**src/rtl/prefetch_unit_pkg.sv**
```systemverilog
// Shared definitions for the instruction prefetch front end.
package prefetch_unit_pkg;

    // Ring pointers carry one extra wrap bit so full and empty can be told apart.
    function automatic int ptr_width(input int depth);
        return $clog2(depth) + 1;
    endfunction

    // What happens to a ROM response in the cycle it arrives.
    typedef enum logic [1:0] {
        RSP_IDLE,
        RSP_FILL,
        RSP_DROP
    } rsp_kind_e;

endpackage

```
**src/rtl/prefetch_unit_ring.sv**
```systemverilog
// DEPTH-entry ring of {pc, data, filled}. An entry is allocated when its fetch
// issues, filled when the ROM answers, and popped when decode takes it.
module prefetch_unit_ring
    import prefetch_unit_pkg::*;
#(
    parameter int XLEN  = 32,
    parameter int DEPTH = 4,
    parameter int PTR_W = ptr_width(DEPTH)
) (
    input  logic             clk,
    input  logic             rst_n,
    input  logic             flush,
    input  logic             alloc,
    input  logic [XLEN-1:0]  alloc_pc,
    input  logic             fill,
    input  logic [XLEN-1:0]  fill_data,
    input  logic             pop,
    output logic [PTR_W-1:0] occupancy,
    output logic [PTR_W-1:0] pending,
    output logic             head_valid,
    output logic [XLEN-1:0]  head_pc,
    output logic [XLEN-1:0]  head_data
);

    localparam int IDX_W = PTR_W - 1;

    logic [PTR_W-1:0] rd_ptr;
    logic [PTR_W-1:0] wr_ptr;
    logic [PTR_W-1:0] fill_ptr;
    logic [IDX_W-1:0] rd_idx;
    logic [IDX_W-1:0] wr_idx;
    logic [IDX_W-1:0] fill_idx;
    logic [XLEN-1:0]  pc_mem   [DEPTH];
    logic [XLEN-1:0]  data_mem [DEPTH];
    logic [DEPTH-1:0] filled;

    assign rd_idx   = rd_ptr[IDX_W-1:0];
    assign wr_idx   = wr_ptr[IDX_W-1:0];
    assign fill_idx = fill_ptr[IDX_W-1:0];

    // Entries allocated or filled but not yet popped; pending = issued, not yet returned.
    assign occupancy  = wr_ptr - rd_ptr;
    assign pending    = wr_ptr - fill_ptr;
    assign head_valid = filled[rd_idx] && (rd_ptr != wr_ptr);
    assign head_pc    = pc_mem[rd_idx];
    assign head_data  = data_mem[rd_idx];

    // Payload storage needs no reset: the filled bits and pointers qualify it.
    always_ff @(posedge clk) begin
        if (alloc) begin
            pc_mem[wr_idx] <= alloc_pc;
        end
        if (fill) begin
            data_mem[fill_idx] <= fill_data;
        end
    end

    // Pointer and filled-bit bookkeeping; flush empties the ring in one cycle.
    always_ff @(posedge clk or negedge rst_n) begin
        if (!rst_n) begin
            rd_ptr   <= '0;
            wr_ptr   <= '0;
            fill_ptr <= '0;
            filled   <= '0;
        end else if (flush) begin
            rd_ptr   <= '0;
            wr_ptr   <= '0;
            fill_ptr <= '0;
            filled   <= '0;
        end else begin
            if (alloc) begin
                wr_ptr <= wr_ptr + PTR_W'(1);
            end
            if (fill) begin
                filled[fill_idx] <= 1'b1;
                fill_ptr         <= fill_ptr + PTR_W'(1);
            end
            if (pop) begin
                filled[rd_idx] <= 1'b0;
                rd_ptr         <= rd_ptr + PTR_W'(1);
            end
        end
    end

endmodule

```
**src/rtl/prefetch_unit.sv**
```systemverilog
// Instruction fetch front end: streams sequential PCs to the ROM, buffers the
// returned words in a ring and hands (instr, instr_pc) to decode. A redirect
// flushes the ring and counts every still-outstanding response for discard.
module prefetch_unit
    import prefetch_unit_pkg::*;
#(
    parameter int              XLEN     = 32,
    parameter int              PC_STEP  = 1,
    parameter logic [XLEN-1:0] RESET_PC = '0,
    parameter int              DEPTH    = 4
) (
    input  logic            clk,
    input  logic            rst_n,
    input  logic            pc_src,
    input  logic [XLEN-1:0] branch_target,
    output logic            rom_req,
    output logic [XLEN-1:0] rom_addr,
    input  logic            rom_valid,
    input  logic [XLEN-1:0] rom_data,
    output logic            instr_valid,
    input  logic            instr_ready,
    output logic [XLEN-1:0] instr,
    output logic [XLEN-1:0] instr_pc,
    output logic [XLEN-1:0] fetch_pc
);

    localparam int PTR_W = ptr_width(DEPTH);

    logic [PTR_W-1:0] drop_cnt;
    logic [PTR_W-1:0] occupancy;
    logic [PTR_W-1:0] pending;
    logic [PTR_W:0]   committed;
    logic             credit_ok;
    logic             head_valid;
    logic [XLEN-1:0]  head_pc;
    logic [XLEN-1:0]  head_data;
    logic             accept;
    rsp_kind_e        rsp_kind;

    // Ring slots in use plus stale responses still owed by the ROM bound new issues,
    // so a response always has somewhere to land or a drop slot waiting for it.
    assign committed = {1'b0, occupancy} + {1'b0, drop_cnt};
    assign credit_ok = committed < (PTR_W+1)'(DEPTH);

    assign rom_req  = rst_n && !pc_src && credit_ok;
    assign rom_addr = fetch_pc;

    assign instr_valid = head_valid && !pc_src;
    assign instr       = instr_valid ? head_data : '0;
    assign instr_pc    = instr_valid ? head_pc   : '0;
    assign accept      = instr_valid && instr_ready;

    // Stale responses (owed from before a redirect, or arriving during one) are discarded.
    always_comb begin
        rsp_kind = RSP_IDLE;
        if (rom_valid) begin
            if (pc_src || (drop_cnt != '0)) begin
                rsp_kind = RSP_DROP;
            end else begin
                rsp_kind = RSP_FILL;
            end
        end
    end

    // Fetch address and stale-response counter; a redirect re-targets and converts
    // every request still in the ROM pipe into a pending drop.
    always_ff @(posedge clk or negedge rst_n) begin
        if (!rst_n) begin
            fetch_pc <= RESET_PC;
            drop_cnt <= '0;
        end else if (pc_src) begin
            fetch_pc <= branch_target;
            drop_cnt <= drop_cnt + pending - PTR_W'(rom_valid);
        end else begin
            if (rom_req) begin
                fetch_pc <= fetch_pc + XLEN'(PC_STEP);
            end
            if (rsp_kind == RSP_DROP) begin
                drop_cnt <= drop_cnt - PTR_W'(1);
            end
        end
    end

    prefetch_unit_ring #(
        .XLEN  (XLEN),
        .DEPTH (DEPTH),
        .PTR_W (PTR_W)
    ) u_ring (
        .clk        (clk),
        .rst_n      (rst_n),
        .flush      (pc_src),
        .alloc      (rom_req),
        .alloc_pc   (fetch_pc),
        .fill       (rsp_kind == RSP_FILL),
        .fill_data  (rom_data),
        .pop        (accept),
        .occupancy  (occupancy),
        .pending    (pending),
        .head_valid (head_valid),
        .head_pc    (head_pc),
        .head_data  (head_data)
    );

    // A response with nothing outstanding means the ROM and this unit disagree about the stream.
    a_no_orphan_rsp: assert property (@(posedge clk) disable iff (!rst_n)
        rom_valid |-> ((drop_cnt != '0) || (pending != '0)));

endmodule

```
**config.mk**
```make
export PLATFORM = sky130hd
export DESIGN_NAME = prefetch_unit
export DESIGN_NICKNAME = d
export VERILOG_FILES = /design/src/rtl/prefetch_unit_pkg.sv /design/src/rtl/prefetch_unit_ring.sv /design/src/rtl/prefetch_unit.sv
export SDC_FILE = /design/constraint.sdc
export NUM_CORES = 1
export LEC_CHECK = 0
export CORE_AREA = 2 2 167 169
export CTS_BUF_LIST = sky130_fd_sc_hd__clkbuf_4 sky130_fd_sc_hd__clkbuf_8 sky130_fd_sc_hd__clkbuf_16
export DETAILED_ROUTE_END_ITERATION = 10
export DIE_AREA = 0 0 169 171
export HOLD_SLACK_MARGIN = 0.12
export PLACE_DENSITY_LB_ADDON = 0.25
export SYNTH_ARGS = -nofsm -noshare
export SYNTH_HDL_FRONTEND = slang
export SYNTH_SLANG_ARGS = --single-unit
```
**constraint.sdc**
```tcl
create_clock -name clk -period 4.3 [get_ports clk]
set_clock_uncertainty 0.1 [all_clocks]
set_input_delay 1.29 -clock clk [delete_from_list [all_inputs] [get_ports clk]]
set_output_delay 1.29 -clock clk [all_outputs]
set_load 0.02 [all_outputs]
```
==> flow_metrics.py, run 1 <==
metrics = {
    "status": {
        "run_status": "complete, no violations",
    },
    "floorplanning": {
        "num_io_pins": 199,
        "die_h_um": 171,
        "core_um2": 27300,
        "design.die.area_um2": 28900,
        "placementRows": 61,
        "floorplan.die.width_um": 169,
        "initial_util_pct": 47.8,
    },
    "global_routing": {
        "grt.total_usage_pct": 18.9,
        "grt_remaining_overflow": 0,
        "grt_pass1_wl_mm": 42.2,
        "number_of_global_route_vias_before_repair": 7287,
        "largest_net_degree_at_the_start_of_global_routing": 72,
        "initial_antenna_violation_count": 0,
    },
    "timing": {
        "max_slew.worst_pin.slew_ns": 0.721,
        "final_max_slew_viol_count": 0,
        "rsz0062_at_grt": "no",
        "fin_setup_tns_ns": 0,
        "final.min_clock_period_ns": 4.16,
        "setup_viol": 0,
        "final_min_period_over_clock_period_pct": 96.9,
        "timing.max_slew.rel_slack_pct": 52.0,
        "timing.final.hold_violations": 0,
        "fmax_mhz": 240,
    },
    "setup_path": {
        "worstSetupPathType": "reg -> out",
        "worst_path_dominant_cell_family": "buffers and inverters",
        "worst-endpoint-required_ns": 2.91,
        "worst_path_max_delay_cell": "sky130_fd_sc_hd__clkdlybuf4s50_1",
        "timing.critical_path.cells": "clkinvlp_4 -> ha_1 -> nand2_1 -> o211a_2 -> buf_12 -> and2_1 -> clkdlybuf4s50_1",
        "critical_path_peak_fanout": 43,
        "worstRegToRegCells": 10,
        "slowest_delay_ns": 0.60,
        "setup.worst_path.start_class": "flop",
        "critical_path.endpoint_type": "primary output",
        "crit_arrival_ns": 2.77,
        "crit_cells": 7,
        "timing.critical_path.buf_inv": 3,
    },
    "finish": {
        "design.final.nets": 1049,
        "final_cell_mix": "256 x sky130_fd_sc_hd__edfxtp_1, 175 x sky130_fd_sc_hd__clkdlybuf4s50_1, 65 x sky130_fd_sc_hd__mux4_2",
        "antenna_cells_inserted": 0,
        "final.fill_count": 2073,
        "final_util_pct": 60.3,
        "layout.cells.most_common": "sky130_fd_sc_hd__edfxtp_1",
        "layout-drive-gt1-share_pct": 19.2,
        "syn2layout_area_growth_pct": 26.3,
    },
    "logic_synthesis": {
        "post_synth.cell_area_avg_um2": 17.1,
        "synth.cell_area_um2": 13100,
        "yosysWarningCount": 0,
        "async_flop_share_pct": 15.8,
        "netlist_instances": 765,
        "postSynthNetCount": 859,
        "synth-edff-count": 256,
        "postSynth.topFlopCell": "sky130_fd_sc_hd__edfxtp_1",
        "yosys_register_bits": 304,
        "post_synth_num_cell_types": 43,
        "synth.yosys.seq_area_share_pct": 68.1,
    },
    "power_and_ir_drop": {
        "p_per_area_nw_per_um2": 444,
        "p_leak_nw": 6.03,
        "total_power_mw": 7.33,
        "worst_ir_drop_vdd_mv": 0.281,
    },
    "route": {
        "detail_route.vias_per_cell": 5.36,
        "first_pass_iters": 4,
        "number_of_vias_after_detailed_routing": 7109,
        "wirelength_mm": 27.3,
        "postRouteAntennaNets": 0,
        "wl_per_cell_um": 20.6,
        "initialDrtViolationCount": 380,
        "route.detailed.drc": 0,
    },
    "hold_path": {
        "worstHoldPathCells": 1,
        "path_class_of_the_lowest_slack_min_delay_path": "reg -> reg",
    },
    "clock_network": {
        "cts_hold_buf": 0,
        "clock_insertion_delay_worst_skew_ns": 0.55,
        "numCtsBuffers": 31,
        "cts.sink_count": 304,
        "clock_tree.buffer_depth": 3,
        "cts_tree": "done",
        "cts-htree-levels": 1,
        "clockRootBuffer": "sky130_fd_sc_hd__clkbuf_16",
        "clk_pin_slew_worst_setup_hold_paths_ns": 0.06,
    },
    "place": {
        "routabilityCongestion": 0.786,
        "dp_hpwl_mm": 17.2,
        "io_buffer_count": 198,
    },
    "job": {
        "max-cap-violations": 0,
    },
}
worst register-to-register path: stages (launching register included):
cell and delay, ns:
sky130_fd_sc_hd__dfrtp_4 0.50, sky130_fd_sc_hd__ha_1 0.17, sky130_fd_sc_hd__inv_1 0.05, sky130_fd_sc_hd__fa_1 0.37, sky130_fd_sc_hd__xnor2_1 0.14, sky130_fd_sc_hd__ha_1 0.31
sky130_fd_sc_hd__nor4b_4 0.32, sky130_fd_sc_hd__buf_4 0.18, sky130_fd_sc_hd__and2_2 0.37, sky130_fd_sc_hd__and3_2 0.26, sky130_fd_sc_hd__buf_4 0.28
synth_stat cells, drive strengths merged (3+ instances only):
cell type / number / share of area (%)
edfxtp: 256 / 59
and2: 68 / 3.3
mux4: 65 / 11
dfrtp: 48 / 9.2
buf: 47 / 2.5
nand2: 46 / 1.4
o21ai: 29 / 1.1
clkbuf: 24 / 0.69
xnor2: 24 / 1.6
ha: 20 / 1.9
inv: 20 / 0.58
xor2: 18 / 1.2
nor2: 14 / 0.40
nor4: 14 / 1.2
and3: 13 / 0.62
nand3: 9 / 0.44
nand4: 9 / 0.59
nor3: 8 / 0.31
mux2: 7 / 0.60
fa: 5 / 0.77
a211oi: 3 / 0.17
and4: 3 / 0.20
metal layers:
metal | vias to the layer above | wire (um) | track usage (%)
met5 | - | 0 | 0
li1 | 3243 | - | -
met4 | 0 | 497 | 4.42
met3 | 40 | 1270 | 2.41
met2 | 190 | 13300 | 30.8
met1 | 3636 | 12300 | 27.7
registers in the layout, summed over array words and instances (netlist names):
register and cells:
drop_cnt 3, fetch_pc 32, u_ring.data_mem 128, u_ring.fill_ptr 3, u_ring.filled 4, u_ring.pc_mem 128, u_ring.rd_ptr 3, u_ring.wr_ptr 3
cell type report:
class	instances	area [um2]	area share (%)
Clock inverter	10	151	0.918
Sequential cell	304	8900	54.0
Clock buffer	48	928	5.63
Inverter	20	78.8	0.478
Tap cell	346	433	2.63
Timing Repair Buffer	228	2310	14.0
Multi-Input combinational cell	370	3680	22.3
where the power goes:
part           total [mW]  internal [mW]  leakage (nW)  switching [mW]
sequential           3.55           3.40          2.91           0.151
combinational       0.992          0.471          2.57           0.521
clock                2.78           1.72         0.547            1.06
metrics by stage:
stage / setup WS (ns) / cells / hold WS (ns) / cell area (um2)
global route: 0.000795 / 1326 / 0.477 / 16500
CTS: 0.00679 / 1322 / 0.435 / 16400
detailed placement: -0.109 / 1264 / 0.419 / 15300
global placement: -0.0438 / 1264 / 0.417 / 15300
finish: 0.135 / 1326 / 0.441 / 16500
floorplan: -0.0158 / 765 / 0.391 / 13100
path summary, 6_finish.rpt:
kind	startpoint	endpoint	slack (ns)
max reg2reg	u_ring.rd_ptr[0]$_DFFE_PN0P_	u_ring.pc_mem[3][29]$_DFFE_PP_	0.90
max in group asynchronous	rst_n	u_ring.rd_ptr[1]$_DFFE_PN0P_	2.72
min	u_ring.filled[3]$_DFF_PN0_	u_ring.filled[3]$_DFF_PN0_	0.44
min reg2reg	u_ring.filled[3]$_DFF_PN0_	u_ring.filled[3]$_DFF_PN0_	0.44
max	u_ring.rd_ptr[1]$_DFFE_PN0P_	instr_pc[5]	0.14
min in group asynchronous	rst_n	fetch_pc[19]$_DFFE_PN0P_	0.85
cell families after synthesis:
kind of cell	count (synthesis)	synth area share, %
XOR/XNOR	42	2.82
multiplexers	74	12.0
AO/OA/AOI/OAI	40	1.77
flip-flops	304	68.1
adder cells (fa/ha/maj)	25	2.68
AND/OR/NAND/NOR	189	8.83
buffers and inverters	91	3.81
repair_timing:
item	in CTS	in global routing
buffers inserted	0	4
gates resized for setup	2	21
setup endpoints to repair	2	47
No activity file was read; power rests on OpenSTA's default activity.
==> run 2, diff against run 1 <==
ABC_AREA = 0   (was not set)
REMOVE_ABC_BUFFERS = 1   (was not set)
==> run 2 against run 1 <==
Net effect:
- power is 7.5% higher
- register-to-register slack worse by 0.27 ns
- core utilization is 1.4 points higher
- sequential cell count stayed put
- sequential power hardly changed
- count of clock-buffer cells in the layout is 3 lower
- critical endpoint is now instr_pc[19]
- largest power group unchanged
==> flow_metrics.py, run 2 (synthesis results as in run 1) <==
metrics = {
    "place": {
        "post-place-ws_ns": -0.135,
        "io_buffer_count": 198,
        "routabilityCongestion": 0.831,
        "dp_hpwl_mm": 16.9,
    },
    "global_routing": {
        "grt.total_usage_pct": 19.8,
        "grt_pass1_wl_mm": 43.0,
        "largest_net_degree_at_the_start_of_global_routing": 71,
        "grt_remaining_overflow": 0,
        "number_of_global_route_vias_before_repair": 7425,
        "initial_antenna_violation_count": 0,
    },
    "floorplanning": {
        "floorplan.die.width_um": 169,
        "initial_util_pct": 47.8,
        "core_um2": 27300,
        "placementRows": 61,
        "design.die.area_um2": 28900,
        "die_h_um": 171,
        "num_io_pins": 199,
    },
    "setup_path": {
        "r2r_setup_slack_ns": 0.63,
        "crit_arrival_ns": 2.84,
        "cp-startpoint": "u_ring.rd_ptr[0]$_DFFE_PN0P_",
        "critical_path.reg2reg.endpoint": "u_ring.pc_mem[1][12]$_DFFE_PP_",
        "setup.worst_path.start_class": "flop",
        "worstSetupPathType": "reg -> out",
        "worst_setup_path_end": "instr_pc[19]",
        "critical_path_peak_fanout": 27,
        "worstRegToRegCells": 10,
        "critical_path.endpoint_type": "primary output",
        "worst-endpoint-required_ns": 2.91,
        "slowest_delay_ns": 0.61,
        "worst_path_max_delay_cell": "sky130_fd_sc_hd__clkdlybuf4s50_1",
        "timing.critical_path.cells": "buf_16 -> mux4_2 -> o211a_2 -> buf_12 -> and2_1 -> clkdlybuf4s50_1",
        "crit-reg2reg-launch": "u_ring.rd_ptr[0]$_DFFE_PN0P_",
    },
    "finish": {
        "syn2layout_area_growth_pct": 29.2,
        "sequential_cell_area_um2": 8900,
        "biggestRegsByFlops": "u_ring.data_mem x128, u_ring.pc_mem x128, fetch_pc x32",
        "final.fill_count": 2034,
        "final_cell_mix": "256 x sky130_fd_sc_hd__edfxtp_1, 148 x sky130_fd_sc_hd__clkdlybuf4s50_1, 65 x sky130_fd_sc_hd__mux4_2",
        "layout-drive-gt1-share_pct": 19.5,
        "layout.cells.most_common": "sky130_fd_sc_hd__edfxtp_1",
        "area_used_by_multi_input_combinational_logic_um2": 3680,
        "design.final.nets": 1050,
    },
    "timing": {
        "postLayoutSetupSlackWorst_ns": 0.0734,
        "rsz0062_at_grt": "no",
        "final_min_period_over_clock_period_pct": 98.3,
        "timing.max_slew.rel_slack_pct": 52.2,
        "worst_hold_slack_ns": 0.439,
        "max_slew.worst_pin.slew_ns": 0.717,
        "fmax_mhz": 237,
        "final_max_slew_viol_count": 0,
        "setup_viol": 0,
        "final.min_clock_period_ns": 4.23,
        "timing.final.hold_violations": 0,
    },
    "power_and_ir_drop": {
        "worst_ir_drop_vdd_mv": 0.241,
        "p_per_area_nw_per_um2": 467,
        "p_leak_nw": 6.65,
    },
    "route": {
        "number_of_vias_after_detailed_routing": 7149,
        "postRouteAntennaNets": 0,
        "route.detailed.drc": 0,
        "detail_route.vias_per_cell": 5.38,
        "first_pass_iters": 5,
        "wl_per_cell_um": 21.1,
        "wirelength_mm": 28.0,
        "initialDrtViolationCount": 435,
    },
    "clock_network": {
        "clock_tree.buffer_depth": 3,
        "cts-htree-levels": 2,
        "cts_hold_buf": 0,
        "numCtsBuffers": 34,
        "cts_setup_buffers": 0,
        "clk_pin_slew_worst_setup_hold_paths_ns": 0.06,
        "cts.sink_count": 304,
        "clockRootBuffer": "sky130_fd_sc_hd__clkbuf_16",
        "clock_insertion_delay_worst_skew_ns": 0.51,
        "cts_tree": "done",
    },
    "hold_path": {
        "path_class_of_the_lowest_slack_min_delay_path": "reg -> reg",
    },
    "job": {
        "max-cap-violations": 0,
    },
    "status": {
        "run_status": "complete, no violations",
    },
}
## run 2: cell count changes in the layout (fill, tap and decap cells not counted), moves of 3 or more
cell	before	now
sky130_fd_sc_hd__dlymetal6s2s_1	20	47
sky130_fd_sc_hd__clkdlybuf4s50_1	175	148
sky130_fd_sc_hd__clkbuf_4	13	7
sky130_fd_sc_hd__buf_4	26	17
sky130_fd_sc_hd__clkbuf_16	31	37
sky130_fd_sc_hd__clkinv_4	0	3
sky130_fd_sc_hd__bufinv_16	4	9
sky130_fd_sc_hd__clkbuf_8	4	1
## run 2: critical path, delay by kind of cell, from the launching register on
| family | cells | cell delay [ns] |
|---|---|---|
| buffers and inverters | 3 | 0.99 |
| muxes | 1 | 0.39 |
| DFF | 1 | 0.53 |
| AOI/OAI and AO/OA | 1 | 0.26 |
| and+or+nand+nor | 1 | 0.15 |
## run 2: where the power goes
group | leakage [nW] | internal, mW | total (mW) | switching (mW)
clock | 0.647 | 2.18 | 3.31 | 1.13
combinational | 3.08 | 0.478 | 1.02 | 0.543
sequential | 2.91 | 3.40 | 3.55 | 0.145
## run 2: cell type report
cell class / instances / share of cell area, %
Clock inverter: 17 / 1.94
Antenna cell: 1 / 0.0148
Multi-Input combinational cell: 370 / 21.8
Inverter: 20 / 0.445
Clock buffer: 45 / 5.89
Sequential cell: 304 / 52.8
Timing Repair Buffer: 226 / 14.5
Tap cell: 346 / 2.57
## run 2: metrics by stage
stage | cell area (um2) | utilization [%] | TNS (ns) | power [mW] | instances
3_3_place_gp | 15300 | 56.1 | -0.0582 | 4.61 | 1264
2_1_floorplan | 12600 | - | -356.56 | 4.14 | 694
5_1_grt | 16900 | 61.7 | 0 | 8.19 | 1328
3_5_place_dp | 15300 | 56.1 | -0.135 | 4.63 | 1264
4_1_cts | 16700 | 61.2 | 0 | 7.96 | 1328
6_report | 16900 | 61.7 | 0 | 7.88 | 1329
## run 2: what timing repair did
item,4_1_cts,5_1_grt
hold endpoints to repair,0,0
cloned,2,0
setup endpoints to repair,66,62
gates resized for setup,8,48
## run 2: how the worst min path moves through the flow
stage,start,endpoint,slack [ns],depth (start not counted)
after floorplan,u_ring.filled[3]$_DFF_PN0_,u_ring.filled[3]$_DFF_PN0_,0.39,1
after global placement,u_ring.filled[3]$_DFF_PN0_,u_ring.filled[3]$_DFF_PN0_,0.41,1
after detailed placement,u_ring.filled[3]$_DFF_PN0_,u_ring.filled[3]$_DFF_PN0_,0.42,1
after CTS,u_ring.filled[3]$_DFF_PN0_,u_ring.filled[3]$_DFF_PN0_,0.44,1
after global routing,u_ring.filled[3]$_DFF_PN0_,u_ring.filled[3]$_DFF_PN0_,0.45,1
final,u_ring.filled[3]$_DFF_PN0_,u_ring.filled[3]$_DFF_PN0_,0.44,1
## run 2: layer usage
metal	routed length, um	global-route usage [%]
met5	0	0
met4	442	4.53
met3	1680	4.02
met2	13500	32.9
met1	12400	27.2
